## src/rtl/cfg_pkg.sv

```systemverilog
// cfg_pkg: definitions shared by the configuration bitstream loader.
//   state_e        loader frame-parser states
//   SYNC_BYTE_DEF  default frame start marker
//   CRC_POLY       CRC-8 generator polynomial (x^8 + x^2 + x + 1)
package cfg_pkg;

    typedef enum logic [2:0] {
        ST_HUNT,
        ST_ADDR_H,
        ST_ADDR_L,
        ST_LEN_H,
        ST_LEN_L,
        ST_DATA,
        ST_CRC
    } state_e;

    localparam logic [7:0] SYNC_BYTE_DEF = 8'hA5;
    localparam logic [7:0] CRC_POLY      = 8'h07;

endpackage

```

## src/rtl/crc8_byte.sv

```systemverilog
// crc8_byte: combinational CRC-8 update for one byte, MSB first.
//   crc_i   running CRC before the byte
//   byte_i  byte being absorbed
//   crc_o   running CRC after the byte
module crc8_byte
    import cfg_pkg::*;
(
    input  logic [7:0] crc_i,
    input  logic [7:0] byte_i,
    output logic [7:0] crc_o
);

    logic [7:0] c;

    // Folding the whole byte into the register first and then shifting eight
    // times is equivalent to feeding the bits in one at a time, MSB first.
    always_comb begin
        c = crc_i ^ byte_i;
        for (int unsigned i = 0; i < 8; i++) begin
            if (c[7]) c = (c << 1) ^ CRC_POLY;
            else      c = c << 1;
        end
        crc_o = c;
    end

endmodule

```

## src/rtl/cfg_loader.sv

```systemverilog
// cfg_loader: parses framed configuration bitstreams and streams the payload
// into a nibble-wide configuration memory.
// Frame: SYNC, ADDR_H, ADDR_L, LEN_H, LEN_L, LEN payload bytes, CRC-8.
// Each payload byte becomes two nibble writes (low nibble first) at
// consecutive word addresses; the address wraps modulo 2**ADDR_W.
//   CLK        clock, posedge
//   RST_N      asynchronous active-low reset
//   DIN        bitstream byte
//   DIN_VALID  DIN holds a valid byte
//   DIN_READY  loader accepts DIN this cycle
//   WE         config-memory write strobe
//   WADDR      write word address
//   WDATA      write nibble
//   DONE       sticky: last frame passed its CRC
//   ERROR      sticky: last frame failed its CRC
// ADDR_W must lie in 9..16 (high address byte supplies bits [ADDR_W-1:8]).
module cfg_loader
    import cfg_pkg::*;
#(
    parameter logic [7:0]  SYNC_BYTE = SYNC_BYTE_DEF,
    parameter int unsigned ADDR_W    = 14
) (
    input  logic              CLK,
    input  logic              RST_N,
    input  logic [7:0]        DIN,
    input  logic              DIN_VALID,
    output logic              DIN_READY,
    output logic              WE,
    output logic [ADDR_W-1:0] WADDR,
    output logic [3:0]        WDATA,
    output logic              DONE,
    output logic              ERROR
);

    state_e            state_q;
    logic              we_q;
    logic [ADDR_W-1:0] waddr_q;
    logic [3:0]        wdata_q;
    logic              done_q;
    logic              err_q;
    logic [7:0]        crc_q;
    logic [7:0]        crc_d;
    logic [15:0]       cnt_q;
    logic [ADDR_W-1:0] addr_q;
    logic [ADDR_W-1:0] addr_hi_d;
    logic              hi_pend_q;
    logic [3:0]        hi_nib_q;

    crc8_byte u_crc (
        .crc_i  (crc_q),
        .byte_i (DIN),
        .crc_o  (crc_d)
    );

    // High address beat replaces bits [ADDR_W-1:8]; surplus DIN bits dropped.
    always_comb begin
        addr_hi_d             = addr_q;
        addr_hi_d[ADDR_W-1:8] = DIN[ADDR_W-9:0];
    end

    // The cycle carrying the low-nibble write is the only one that refuses input.
    assign DIN_READY = ~hi_pend_q;

    always_ff @(posedge CLK or negedge RST_N) begin
        if (!RST_N) begin
            state_q   <= ST_HUNT;
            we_q      <= 1'b0;
            waddr_q   <= '0;
            wdata_q   <= '0;
            done_q    <= 1'b0;
            err_q     <= 1'b0;
            crc_q     <= '0;
            cnt_q     <= '0;
            addr_q    <= '0;
            hi_pend_q <= 1'b0;
            hi_nib_q  <= '0;
        end else begin
            we_q <= 1'b0;
            if (hi_pend_q) begin
                // Second write of a payload byte; independent of DIN_VALID
                // because the byte was already accepted.
                we_q      <= 1'b1;
                waddr_q   <= addr_q;
                wdata_q   <= hi_nib_q;
                addr_q    <= addr_q + ADDR_W'(1);
                hi_pend_q <= 1'b0;
                if (cnt_q == 16'd0) state_q <= ST_CRC;
            end else if (DIN_VALID) begin
                unique case (state_q)
                    ST_HUNT: begin
                        if (DIN == SYNC_BYTE) begin
                            done_q  <= 1'b0;
                            err_q   <= 1'b0;
                            crc_q   <= '0;
                            state_q <= ST_ADDR_H;
                        end
                    end
                    ST_ADDR_H: begin
                        addr_q  <= addr_hi_d;
                        crc_q   <= crc_d;
                        state_q <= ST_ADDR_L;
                    end
                    ST_ADDR_L: begin
                        addr_q[7:0] <= DIN;
                        crc_q       <= crc_d;
                        state_q     <= ST_LEN_H;
                    end
                    ST_LEN_H: begin
                        cnt_q[15:8] <= DIN;
                        crc_q       <= crc_d;
                        state_q     <= ST_LEN_L;
                    end
                    ST_LEN_L: begin
                        cnt_q[7:0] <= DIN;
                        crc_q      <= crc_d;
                        state_q    <= ({cnt_q[15:8], DIN} == 16'd0) ? ST_CRC : ST_DATA;
                    end
                    ST_DATA: begin
                        we_q      <= 1'b1;
                        waddr_q   <= addr_q;
                        wdata_q   <= DIN[3:0];
                        hi_nib_q  <= DIN[7:4];
                        addr_q    <= addr_q + ADDR_W'(1);
                        cnt_q     <= cnt_q - 16'd1;
                        crc_q     <= crc_d;
                        hi_pend_q <= 1'b1;
                    end
                    ST_CRC: begin
                        if (DIN == crc_q) done_q <= 1'b1;
                        else              err_q  <= 1'b1;
                        state_q <= ST_HUNT;
                    end
                    default: state_q <= ST_HUNT;
                endcase
            end
        end
    end

    assign WE    = we_q;
    assign WADDR = waddr_q;
    assign WDATA = wdata_q;
    assign DONE  = done_q;
    assign ERROR = err_q;

endmodule

```

## config.mk

```make
export PLATFORM = sky130hd
export DESIGN_NAME = cfg_loader
export DESIGN_NICKNAME = d
export VERILOG_FILES = /design/src/rtl/cfg_pkg.sv /design/src/rtl/crc8_byte.sv /design/src/rtl/cfg_loader.sv
export SDC_FILE = /design/constraint.sdc
export NUM_CORES = 1
export LEC_CHECK = 0
export BUFFER_PORTS_ARGS = -buffer_cell sky130_fd_sc_hd__clkbuf_2
export CORE_ASPECT_RATIO = 1.25
export CORE_MARGIN = 4
export CORE_UTILIZATION = 40
export DETAILED_ROUTE_END_ITERATION = 16
export PLACE_DENSITY_LB_ADDON = 0.12
export SLEW_MARGIN = 25
export SYNTH_ARGS = -nofsm -noshare
export SYNTH_HDL_FRONTEND = slang
export SYNTH_SLANG_ARGS = --single-unit
```

## constraint.sdc

```tcl
create_clock -name CLK -period 4.6 [get_ports CLK]
set_input_delay 0.92 -clock CLK [delete_from_list [all_inputs] [get_ports CLK]]
set_output_delay 0.92 -clock CLK [all_outputs]
set_load 0.01 [all_outputs]
```

=== After elaboration in Yosys (flattened, before gate mapping) ===
Cells that the tools add are included.

* Bits in registers: 67
* Input port bits: 11

* Add/sub/neg operators: 2
* Equality and inequality tests: 14
* Mux-type cells: 37
* Bitwise logic cells: 10
* Reductions and logical operators: 22

{| class="wikitable"
|+ Operator list
! kind !! count
|-
| 14-bit two-way mux || 5
|-
| 8-bit case mux with 2 select lines || 4
|-
| 3-bit two-way mux || 12
|-
| 16-bit logical NOT || 2
|-
| 3-bit inverter || 8
|-
| 3-bit case mux with 6 select lines || 1
|-
| 16-bit by 1-bit subtractor with 16-bit output (second input constant) || 1
|-
| 14-bit by 1-bit adder with 14-bit output (second input constant) || 1
|-
| 4-bit two-way mux || 3
|-
| 6-bit case mux with 2 select lines || 1
|-
| 2-bit nonzero test || 6
|-
| 5-bit AND reduction || 2
|-
| 3-bit == test (second input constant) || 3
|-
| 3-bit AND reduction || 3
|-
| 8-bit == test || 1
|-
| 8-bit == test (second input constant) || 1
|-
| 8-bit two-way mux || 1
|-
| 2-bit != test (second input constant) || 4
|-
| 4-bit AND reduction || 2
|-
| 8-bit bitwise XOR || 1
|-
| 1-bit two-way mux || 7
|-
| 3-bit by 2-bit == test with 1-bit output (second input constant) || 2
|-
| 2-bit AND reduction || 3
|-
| 3-bit nonzero test || 2
|-
| other kinds (8) || 9
|}

=== Depth between registers and ports, before layout ===
* Depth in word-level cells: 18
* Mapped depth: 8
* Depth with buffers taken out: 6

=== Modules after synthesis ===
A second synthesis with hierarchy kept.

* Cell total of the unflattened synthesis: 406
* Area total of the unflattened synthesis: 3,799.9 um^2

{| class="wikitable"
|+ By module, submodules not included
! module !! instances !! cells each !! area an instance (um^2)
|-
| cfg_loader || 1 || 385 || 3,616.0
|-
| crc8_byte || 1 || 21 || 183.9
|}

=== Worst setup path before layout ===
OpenSTA, ideal clock, no wires.

* Path kind: input to register
* From: input DIN[4]
* To: register crc_q[2]
* Setup time: 124 ps
* Arrival: 2,185 ps
* Path slack: 2,291 ps
* Stages: 5
* Buffers on the path: 1
* Path through: buf_2 -> or4_4 -> nor2_4 -> o211ai_2 -> a211o_1

* Word-level cells in the longest chain between the ends: 3

{| class="wikitable"
|+ Ends and longest elaborated chain
! element !! RTL line !! text
|-
| from (decl) || cfg_loader.sv:25 || <nowiki>input logic [7:0] DIN,</nowiki>
|-
| 8-bit == test || cfg_loader.sv:91 || <nowiki>if (DIN == SYNC_BYTE) begin</nowiki>
|-
| 2-bit != test (no source line) || n/a ||
|-
| 4-bit AND reduction (no source line) || n/a ||
|-
| to (signal assigned) || cfg_loader.sv:100 || <nowiki>crc_q <= crc_d;</nowiki>
|-
| to (signal assigned) || cfg_loader.sv:105 || <nowiki>crc_q <= crc_d;</nowiki>
|-
| to (signal assigned) || cfg_loader.sv:110 || <nowiki>crc_q <= crc_d;</nowiki>
|-
| to (decl) || cfg_loader.sv:41 || <nowiki>logic [7:0] crc_q;</nowiki>
|}

No other way between the ends.
A chain may end at the register's enable or synchronous reset.

=== Worst setup path in the final report ===
* From: register state_q[2]
* To: register addr_q[3]

* Word-level cells in the longest chain between the ends: 4
* Elaborated cells between the ends (all ways): 7

{| class="wikitable"
|+ Ends and longest elaborated chain
! element !! RTL line !! text
|-
| from (decl) || cfg_loader.sv:35 || <nowiki>state_e state_q;</nowiki>
|-
| from (signal assigned) || cfg_loader.sv:116 || <nowiki>state_q <= ({cnt_q[15:8], DIN} == 16'd0) ? ST_CRC : ST_DATA;</nowiki>
|-
| 3-bit == test / 3-bit by 2-bit == test with 1-bit output (equally long branches) || cfg_loader.sv:89 || <nowiki>unique case (state_q)</nowiki>
|-
| 8-bit case mux with 2 select lines || cfg_loader.sv:89 ||
|-
| 14-bit two-way mux || cfg_loader.sv:88 || <nowiki>end else if (DIN_VALID) begin</nowiki>
|-
| 14-bit two-way mux || cfg_loader.sv:79 || <nowiki>if (hi_pend_q) begin</nowiki>
|-
| to (signal assigned) || cfg_loader.sv:85 || <nowiki>addr_q <= addr_q + ADDR_W'(1);</nowiki>
|-
| to (signal assigned) || cfg_loader.sv:99 || <nowiki>addr_q <= addr_hi_d;</nowiki>
|-
| to (signal assigned) || cfg_loader.sv:123 || <nowiki>addr_q <= addr_q + ADDR_W'(1);</nowiki>
|-
| to (decl) || cfg_loader.sv:44 || <nowiki>logic [ADDR_W-1:0] addr_q;</nowiki>
|}

Several ways; a longest one is shown, not always the timed one. The select of a mux whose other input is x is not followed.

==> metrics.cfg <==
[floorplanning]
dieWidth_um=97.5
boundaryPins=33
core-area_um2=9710
die_h_um=120
start_util_pct=41.2
rows=40
dieArea_um2=11700

[routing]
drc_errors=0
drt_iter0_markers=183
dr.pass1.iters=4
post_drt_wl_per_cell_um=18.6
drt-vias-per-instance=5.91
wl_um=10300
dr_total_vias=3264
ant_nets=0

[sta]
holdWs_ps=476
rsz0062_at_grt=false
min_period_ps=2620
hold_viol=0
finalSetupViolations=0
max_freq_ghz=0.382
slew_violations=0
tightest_slew_ps=882
slew_headroom_pct=41.1
skew_ps=6.73
layout_worst_path_cycle_share_pct=56.9
setup_tns_ps=0

[critical_path]
cp_data_required_time_ps=4810
r2r_slack_ps=1980
arrival_ps=2830
path_cells=nand3b_1 -> nand2_1 -> a31oi_1 -> o22a_1
reg2reg_to=addr_q[3]
worstReg2RegStart=state_q[2]
cp_max_fo=23
critPathLaunchType=flip-flop
cp-end-kind=flip-flop
critPathKind=reg2reg
critPathSlowestCell=nand2_1
ff2ff_path_depth=4
cp-endpoint=addr_q[3]
crit_start=state_q[2]
slowest_delay_ps=730

[grt]
grt_pass1_wl_um=17100
grt-ovfl-total=0
track_usage_pct=18.2
grt_pass1_vias=3193
antenna_found_initial=0
grt_max_degree=39

[yosys]
async_flop_share_pct=100
syn-num-nets=421
syn_inst=405
ys_types=70
yosysMostFrequentCell=dfrtp_1
synth_edf_count=0
ys_warn_count=0
synth-seq-cells=67
yosysTopAreaCell=dfrtp_1
ys_seq_area_share_pct=41.9
yosysTopAreaCellShare_pct=41.9
avgSynthCellArea_um2=9.89
ys.flop_type=dfrtp_1
netlist_area_um2=4010
synth_area_leaders=dfrtp_1 42%, mux2_2 4.2%, xnor2_1 3.1%
synth.top_cells.by_count=67 x dfrtp_1, 30 x nand2_1, 24 x o21ai_0, 20 x a21oi_1, 18 x buf_2

[clock_network]
cts_tree=done
cts_root_buf=clkbuf_16
postCtsSetupRepairBufs=0
clock_path_buffers=2
cts.reportedPaths.clkPinSlew_ps=50
numCtsBuffers=9
holdBufCountCts=0
clock_sinks=67
clk_latency_ps=330
cts.htree.levels=3
cts_resized=0

[place]
gp_congestion=0.850
hpwlAfterDp_um=6970
portBuffers=32
dpl_cell_area_um2=4200

[power]
ir_drop_uv=263
p_total_uw=3270
power_density_nw_per_um2=722
static-leakage-power_uw=0.00188

[final_layout]
drive_above_1_share_pct=20.0
fin_area_um2=4530
post-route-util_pct=46.6
insertedDiodeCount=0
fillers=915
nets=437
syn2layout_area_growth_pct=13.0

[outcome]
status=finished, final reports clean

[min_path]
hp-class=reg2reg

[job]
maxCapViolCount=0

[how the worst min path moves through the flow]
stage | startpoint | to | slack [ps] | cells after the start
6_report | WADDR[11] | WADDR[11] | 480 | 2
5_1_grt | cnt_q[6] | cnt_q[6] | 500 | 1
4_1_cts | WADDR[7] | WADDR[7] | 490 | 2
3_5_place_dp | WADDR[7] | WADDR[7] | 470 | 2
3_3_place_gp | WADDR[7] | WADDR[7] | 460 | 2
2_1_floorplan | cnt_q[6] | cnt_q[6] | 450 | 1
[through the flow]
stage               setup slack (ps)  std cells
floorplan                       2290        405
global placement                1950        536
detailed placement              1990        536
CTS                             1990        552
global route                    1730        552
finish                          1980        552
[where the power goes]
group	total (uW)	internal, uW	switching [uW]	leakage [uW]
Combinational	1350	632	713	0.000929
Clock	755	501	254	0.000165
Sequential	1170	872	295	0.000789
[cell usage in the layout, fill, tap and decap left out, drive strengths merged, types with 4 or more instances in the layout]
| cell type | Yosys | layout |
|---|---|---|
| buf | 23 | 4 |
| dfrtp | 67 | 67 |
| nand3 | 12 | 12 |
| o22ai | 10 | 10 |
| a21oi | 21 | 21 |
| and3 | 7 | 7 |
| nor4 | 11 | 11 |
| nor2 | 15 | 15 |
| nor3 | 19 | 19 |
| o22a | 4 | 4 |
| clkbuf | 7 | 42 |
| nor3b | 4 | 4 |
| a31oi | 8 | 8 |
| o21ai | 24 | 24 |
| o32ai | 4 | 4 |
| inv | 15 | 15 |
| mux2 | 15 | 15 |
| nand2 | 30 | 30 |
| o211ai | 5 | 5 |
| xnor2 | 16 | 16 |
| mux2i | 6 | 6 |
| nand4 | 5 | 5 |
| or3 | 9 | 9 |
| a2bb2oi | 6 | 6 |
| o2bb2ai | 5 | 5 |
| a22oi | 5 | 5 |
| ha | 5 | 5 |
[final cells by class]
cell class                      instances  area, um^2  share of cell area (%)
Multi-Input combinational cell        293        2130                    47.0
Sequential cell                        67        1680                    37.0
Clock buffer                           11         253                    5.58
Timing Repair Buffer                   35         183                    4.04
Tap cell                              126         158                    3.48
Clock inverter                          5        75.1                    1.66
Inverter                               15        56.3                    1.24
[worst max-delay path: cells and delay by family, from the launching register on]
| kind | cells | cell delay (ps) |
|---|---|---|
| flops | 1 | 660 |
| compound gates | 2 | 390 |
| simple gates | 2 | 1440 |
[metal layers]
metal | wire length, um | share of wire, % | track usage (%)
met1 | 4350 | 42 | 24.1
met4 | 171 | 1.7 | 7.27
met2 | 5130 | 50 | 29.3
met3 | 604 | 5.9 | 3.55
met5 | 0 | 0 | 0
[state kept, by name, summed over array words and instances (netlist names)]
| register | flops |
|---|---|
| DONE | 1 |
| hi_pend_q | 1 |
| WADDR | 14 |
| ERROR | 1 |
| state_q | 3 |
| hi_nib_q | 4 |
| WDATA | 4 |
| addr_q | 14 |
| crc_q | 8 |
| cnt_q | 16 |
| WE | 1 |
[cells by family after synthesis]
group | count (synthesis) | share of synthesized area (%)
multiplexers | 21 | 5.72
buffers and inverters | 45 | 5.25
flip-flops | 67 | 41.9
adder cells (fa/ha/maj) | 5 | 1.56
AND/OR/NAND/NOR | 130 | 18.9
XOR/XNOR | 21 | 6.78
AO/OA/AOI/OAI | 116 | 19.9
Note: power is estimated with default switching activity, not from simulation.
